[src/rtl/pipeline_ctrl_if.sv]
// Pipeline-control bundle: stage stall requests, exception commit and perf clear in;
// stall/flush/redirect, watchdog and perf count out.
interface pipeline_ctrl_if;
  logic        stallreq_if_i;
  logic        stallreq_id_i;
  logic        stallreq_ex_i;
  logic        stallreq_mem_i;
  logic        excp_valid_i;
  logic        excp_eret_i;
  logic [31:0] cp0_epc_i;
  logic        perf_clr_i;
  logic [5:0]  stall_o;
  logic        flush_o;
  logic [31:0] new_pc_o;
  logic        stall_timeout_o;
  logic [31:0] stall_cycles_o;

  // master: the pipeline side raising requests; slave: the controller
  modport master (
    output stallreq_if_i, stallreq_id_i, stallreq_ex_i, stallreq_mem_i,
           excp_valid_i, excp_eret_i, cp0_epc_i, perf_clr_i,
    input  stall_o, flush_o, new_pc_o, stall_timeout_o, stall_cycles_o
  );

  modport slave (
    input  stallreq_if_i, stallreq_id_i, stallreq_ex_i, stallreq_mem_i,
           excp_valid_i, excp_eret_i, cp0_epc_i, perf_clr_i,
    output stall_o, flush_o, new_pc_o, stall_timeout_o, stall_cycles_o
  );
endinterface

[src/rtl/pipeline_ctrl.sv]
// Stall/flush controller for the 6-stage pipeline with stall watchdog.
// Optional stall-cycle counter enabled by defining STALL_PERF_EN.
module pipeline_ctrl #(
  parameter logic [31:0] EXC_VECTOR    = 32'h00000020,
  parameter int          STALL_TIMEOUT = 1024,
  parameter int          WD_W          = 11
) (
  input  logic            clk,
  input  logic            rst,
  pipeline_ctrl_if.slave  bus
);

  typedef enum logic {RUN, FLUSH} state_t;

  state_t            state_reg, state_next;
  logic [31:0]       new_pc_reg, new_pc_next;
  logic [WD_W-1:0]   wd_reg, wd_next;
  logic              timeout_reg, timeout_next;
  logic [5:0]        req_mask;
  logic [5:0]        stall_comb;

  // Highest requesting stage holds itself and everything upstream of it
  always_comb begin
    req_mask = 6'b000000;
    if (bus.stallreq_mem_i)     req_mask = 6'b011111;
    else if (bus.stallreq_ex_i) req_mask = 6'b001111;
    else if (bus.stallreq_id_i) req_mask = 6'b000111;
    else if (bus.stallreq_if_i) req_mask = 6'b000011;
  end

  always_comb begin
    state_next   = state_reg;
    new_pc_next  = new_pc_reg;
    stall_comb   = 6'b000000;
    wd_next      = wd_reg;
    timeout_next = timeout_reg;

    case (state_reg)
      RUN: begin
        if (rst) stall_comb = req_mask;
        if (bus.excp_valid_i) begin
          state_next  = FLUSH;
          new_pc_next = bus.excp_eret_i ? bus.cp0_epc_i : EXC_VECTOR;
        end
      end
      FLUSH: state_next = RUN;
      default: state_next = RUN;
    endcase

    // Watchdog: the flush restarts the count; the timeout flag only drops once the stall releases
    if (!stall_comb[0]) begin
      wd_next      = '0;
      timeout_next = 1'b0;
    end else if (state_next == FLUSH) begin
      wd_next = '0;
    end else if (wd_reg >= WD_W'(STALL_TIMEOUT - 1)) begin
      wd_next      = WD_W'(STALL_TIMEOUT);
      timeout_next = 1'b1;
    end else begin
      wd_next = wd_reg + 1'b1;
    end
  end

  always_ff @(posedge clk or negedge rst) begin
    if (!rst) begin
      state_reg   <= RUN;
      new_pc_reg  <= 32'h0;
      wd_reg      <= '0;
      timeout_reg <= 1'b0;
    end else begin
      state_reg   <= state_next;
      new_pc_reg  <= new_pc_next;
      wd_reg      <= wd_next;
      timeout_reg <= timeout_next;
    end
  end

  assign bus.stall_o         = stall_comb;
  assign bus.flush_o         = (state_reg == FLUSH);
  assign bus.new_pc_o        = new_pc_reg;
  assign bus.stall_timeout_o = timeout_reg;

`ifdef STALL_PERF_EN
  logic [31:0] perf_reg;

  always_ff @(posedge clk or negedge rst) begin
    if (!rst)                   perf_reg <= 32'h0;
    else if (bus.perf_clr_i)    perf_reg <= 32'h0;
    else if (stall_comb != '0)  perf_reg <= perf_reg + 32'h1;
  end

  assign bus.stall_cycles_o = perf_reg;
`else
  logic unused_perf_clr;
  assign unused_perf_clr    = bus.perf_clr_i;
  assign bus.stall_cycles_o = 32'h0;
`endif

endmodule
[src/flat_wrapper.sv]
// flat-port wrapper written by rule: the top's interface ports become plain ports
module pipeline_ctrl_flat 
#(
  parameter logic [31:0] EXC_VECTOR    = 32'h00000020,
  parameter int          STALL_TIMEOUT = 1024,
  parameter int          WD_W          = 11
)
  (clk, rst, bus_stallreq_if_i, bus_stallreq_id_i, bus_stallreq_ex_i, bus_stallreq_mem_i, bus_excp_valid_i, bus_excp_eret_i, bus_cp0_epc_i, bus_perf_clr_i, bus_stall_o, bus_flush_o, bus_new_pc_o, bus_stall_timeout_o, bus_stall_cycles_o);
  pipeline_ctrl_if bus_i ();
  input  logic clk;
  input  logic rst;
  input wire logic [$bits(bus_i.stallreq_if_i)-1:0] bus_stallreq_if_i;
  input wire logic [$bits(bus_i.stallreq_id_i)-1:0] bus_stallreq_id_i;
  input wire logic [$bits(bus_i.stallreq_ex_i)-1:0] bus_stallreq_ex_i;
  input wire logic [$bits(bus_i.stallreq_mem_i)-1:0] bus_stallreq_mem_i;
  input wire logic [$bits(bus_i.excp_valid_i)-1:0] bus_excp_valid_i;
  input wire logic [$bits(bus_i.excp_eret_i)-1:0] bus_excp_eret_i;
  input wire logic [$bits(bus_i.cp0_epc_i)-1:0] bus_cp0_epc_i;
  input wire logic [$bits(bus_i.perf_clr_i)-1:0] bus_perf_clr_i;
  output wire logic [$bits(bus_i.stall_o)-1:0] bus_stall_o;
  output wire logic [$bits(bus_i.flush_o)-1:0] bus_flush_o;
  output wire logic [$bits(bus_i.new_pc_o)-1:0] bus_new_pc_o;
  output wire logic [$bits(bus_i.stall_timeout_o)-1:0] bus_stall_timeout_o;
  output wire logic [$bits(bus_i.stall_cycles_o)-1:0] bus_stall_cycles_o;
  assign bus_i.stallreq_if_i = bus_stallreq_if_i;
  assign bus_i.stallreq_id_i = bus_stallreq_id_i;
  assign bus_i.stallreq_ex_i = bus_stallreq_ex_i;
  assign bus_i.stallreq_mem_i = bus_stallreq_mem_i;
  assign bus_i.excp_valid_i = bus_excp_valid_i;
  assign bus_i.excp_eret_i = bus_excp_eret_i;
  assign bus_i.cp0_epc_i = bus_cp0_epc_i;
  assign bus_i.perf_clr_i = bus_perf_clr_i;
  assign bus_stall_o = bus_i.stall_o;
  assign bus_flush_o = bus_i.flush_o;
  assign bus_new_pc_o = bus_i.new_pc_o;
  assign bus_stall_timeout_o = bus_i.stall_timeout_o;
  assign bus_stall_cycles_o = bus_i.stall_cycles_o;
  pipeline_ctrl #(.EXC_VECTOR(EXC_VECTOR), .STALL_TIMEOUT(STALL_TIMEOUT), .WD_W(WD_W)) u_core (.clk(clk), .rst(rst), .bus(bus_i));
endmodule
[config.mk]
export PLATFORM = sky130hd
export DESIGN_NAME = pipeline_ctrl_flat
export DESIGN_NICKNAME = d
export VERILOG_FILES = /design/src/rtl/pipeline_ctrl_if.sv /design/src/rtl/pipeline_ctrl.sv /design/src/flat_wrapper.sv
export SDC_FILE = /design/constraint.sdc
export NUM_CORES = 1
export LEC_CHECK = 0
export ABC_AREA = 1
export CORE_ASPECT_RATIO = 1.4
export CORE_MARGIN = 2
export CORE_UTILIZATION = 36
export DETAILED_ROUTE_END_ITERATION = 6
export HOLD_SLACK_MARGIN = 0.03
export PLACE_DENSITY = 0.76
export SYNTH_ARGS = -nofsm -noshare
export SYNTH_HDL_FRONTEND = slang
export SYNTH_SLANG_ARGS = --single-unit
[constraint.sdc]
create_clock -name clk -period 1.1 [get_ports clk]
set_input_delay 0.22 -clock clk [delete_from_list [all_inputs] [get_ports clk]]
set_output_delay 0.22 -clock clk [all_outputs]
set_load 0.05 [all_outputs]
==> flow_metrics.py <==
metrics = {
    "power": {
        "p_leak_nw": 1.851,
        "ir_drop_v": 0.0009508,
        "power.density_mw_per_mm2": 1272,
    },
    "route": {
        "drtIter0Drc": 78,
        "post_drt_via_cell_ratio": 4.607,
        "firstDrtPassIters": 4,
        "postRouteAntennaNets": 0,
        "wl_per_cell_microns": 13.86,
        "drc": 0,
        "wirelength_mm": 6.235,
        "vias": 2073,
    },
    "place": {
        "place_congestion": 0.7659,
        "place_area_sq_mm": 0.003505,
        "io_buffers": 78,
        "dp.cells": 420,
        "dp_hpwl_mm": 4.150,
        "place_ws_ns": -0.4014,
    },
    "global_route": {
        "antenna_found_initial": 0,
        "first_global_vias": 2069,
        "grt_first_pass_wirelength_mm": 9.515,
        "grt-ovfl-total": 0,
        "track_usage_pct": 17.23,
        "grt_start_max_net_pins": 44,
    },
    "synthesis": {
        "yosysSeqAreaShare_pct": 49.78,
        "synthCells": 266,
        "ys_top_cells_by_area": "dfrtp_1 50%, nand2_1 13%, buf_4 12%",
        "synth_top_area_share_pct": 49.78,
        "synth.most_common_cell": "nand2_1",
        "ys_types": 25,
        "netlist_area_sq_mm": 0.002262,
        "async_flop_share_pct": 100.0,
        "yosysTopAreaCell": "dfrtp_1",
        "avgSynthCellArea_sq_um": 8.504,
        "yosysWarnings": 0,
        "synth_edf_count": 0,
        "synth-seq-cells": 45,
        "synthTopCellsByCount": "79 x nand2_1, 45 x dfrtp_1, 36 x buf_4",
        "synth_flop_cell": "dfrtp_1",
    },
    "clocking": {
        "htree_levels": 2,
        "clockBufferDepth": 2,
        "clk_pin_slew_ns": 0.08,
        "cts_tree": "done",
        "cts_sinks": 45,
        "clk_latency_ns": 0.29,
        "cts-root-buf": "clkbuf_8",
        "numCtsBuffers": 5,
    },
    "sta": {
        "maxSlewHeadroom_pct": 62.75,
        "tightest_slew_ns": 0.5587,
        "period_needed_ns": 1.403,
        "clock_skew_ns": 0.003997,
        "hold_viol_final": 0,
        "finalSetupTns_ns": -4.782,
        "fmax_mhz": 712.6,
        "slew_violations": 0,
        "fin_crit_sh_pct": 127.6,
        "finalWorstSetupSlack_ns": -0.3033,
        "setup_viol": 53,
        "rsz0062_at_grt": "true",
    },
    "worst_hold_path": {
        "worstHoldPathType": "primary input to async pin",
    },
    "run_status": {
        "violations": "negative setup slack",
        "outcome": "complete, but fails checks",
    },
    "cells_and_area": {
        "syn2layout_area_growth_pct": 75.72,
        "fin_nets": 419,
        "design_area_sq_mm": 0.003975,
        "final_layout_size_suffix_gt1_share_pct": 34.39,
        "diodes": 0,
        "largest_reg_flops": 32,
        "fin_util_pct": 64.89,
        "fin_cells": 450,
        "fill_cells": 501,
    },
    "worst_setup_path": {
        "reg2reg_depth": 8,
        "cp.arrival_ns": 1.18,
        "cp_max_fo": 3,
        "crit_path_end_kind": "primary output",
        "worstPathRequired_ns": 0.88,
        "critPathLaunchType": "register",
        "worstSetupPathType": "register to primary output",
    },
    "floorplanning": {
        "die_h_microns": 97.80,
        "core_area_sq_mm": 0.006126,
        "die-area_sq_mm": 0.006943,
        "num_rows": 34,
        "die_x_microns": 71.00,
        "start_util_pct": 36.93,
        "io_pins": 113,
    },
    "run": {
        "max_cap_violations": 0,
    },
}
[what timing repair did]
action | CTS | global route
cloned | 1 | 5
resized for setup | 32 | 30
setup endpoints to repair | 54 | 82
hold endpoints to repair | 2 | 0
pin swaps | 4 | 4
hold buffers | 1 | 0
setup buffers | 7 | 8
[layout make-up]
| cell class | count | area [sq um] | share of cell area (%) |
|---|---|---|---|
| repair buffers | 116 | 1540 | 38.75 |
| flip-flops and latches | 45 | 1129 | 28.39 |
| multi-input cells | 193 | 1040 | 26.16 |
| clock buffers | 7 | 96.34 | 2.424 |
| well taps | 72 | 90.09 | 2.266 |
| inverters | 16 | 75.07 | 1.889 |
| clock inverters | 1 | 5.005 | 0.1259 |
[metal layers]
layer	up-vias	wire length [microns]	global-route usage (%)
met1	973	2137	18.52
met4	0	256	9.144
li1	984	-	-
met5	-	0	0
met2	92	3442	30.41
met3	24	399	4.438
[worst max-delay path, stage by stage (launching register included)]
cell and delay [ns]:
dfrtp_2 0.41, inv_2 0.08, nand2_4 0.08, clkinv_4 0.06, nand2_4 0.05, inv_6 0.06, buf_8 0.14
[layout by cell type (no fill, tap or decap), drive strengths merged, types with 2 or more instances in the layout]
master	netlist	routed
a21oi	3	3
clkinv	1	2
buf	41	75
dlygate4sd2	0	2
inv	15	15
nand3	8	8
conb	1	33
dfrtp	45	45
xor2	3	3
nor2	22	22
clkdlybuf4s50	0	36
clkbuf	4	9
o21ai	34	34
nand2	84	85
[worst paths after layout]
path / startpoint / endpoint / slack (ns)
min: rst / u_core.wd_reg[7] / 0.13
max reg2reg: u_core.wd_reg[0] / u_core.wd_reg[1] / -0.19
max in group asynchronous: rst / u_core.bus.flush_o / 0.51
min in group clk: bus_cp0_epc_i[5] / u_core.bus.new_pc_o[5] / 0.47
min reg2reg: u_core.bus.new_pc_o[18] / u_core.bus.new_pc_o[18] / 0.55
max: u_core.bus.flush_o / bus_stall_o[1] / -0.30
[logic make-up (layout without fill, tap and decap cells)]
kind of cell,count (synthesis),after routing,share of synthesized area (%)
buf+inv,61,140,16.54
simple gates,116,117,22.79
fa+ha+maj,1,1,0.5530
compound gates,38,38,8.628
flops,45,45,49.78
other cells,1,33,0.1658
xor+xnor,4,4,1.549
[power by group]
part | switching (mW) | internal, mW | total (mW)
clock network | 0.547 | 0.568 | 1.12
registers | 0.149 | 1.78 | 1.93
logic | 1.13 | 0.882 | 2.01
[through the flow]
| stage | hold slack (ns) | total power, mW |
|---|---|---|
| after floorplan | -0.07559 | 2.969 |
| after global placement | 0.2187 | 3.745 |
| after detailed placement | 0.2221 | 3.775 |
| after CTS | 0.1364 | 4.992 |
| after global routing | 0.1669 | 5.280 |
| final | 0.1319 | 5.058 |
Power figures use the tool's default switching activity.
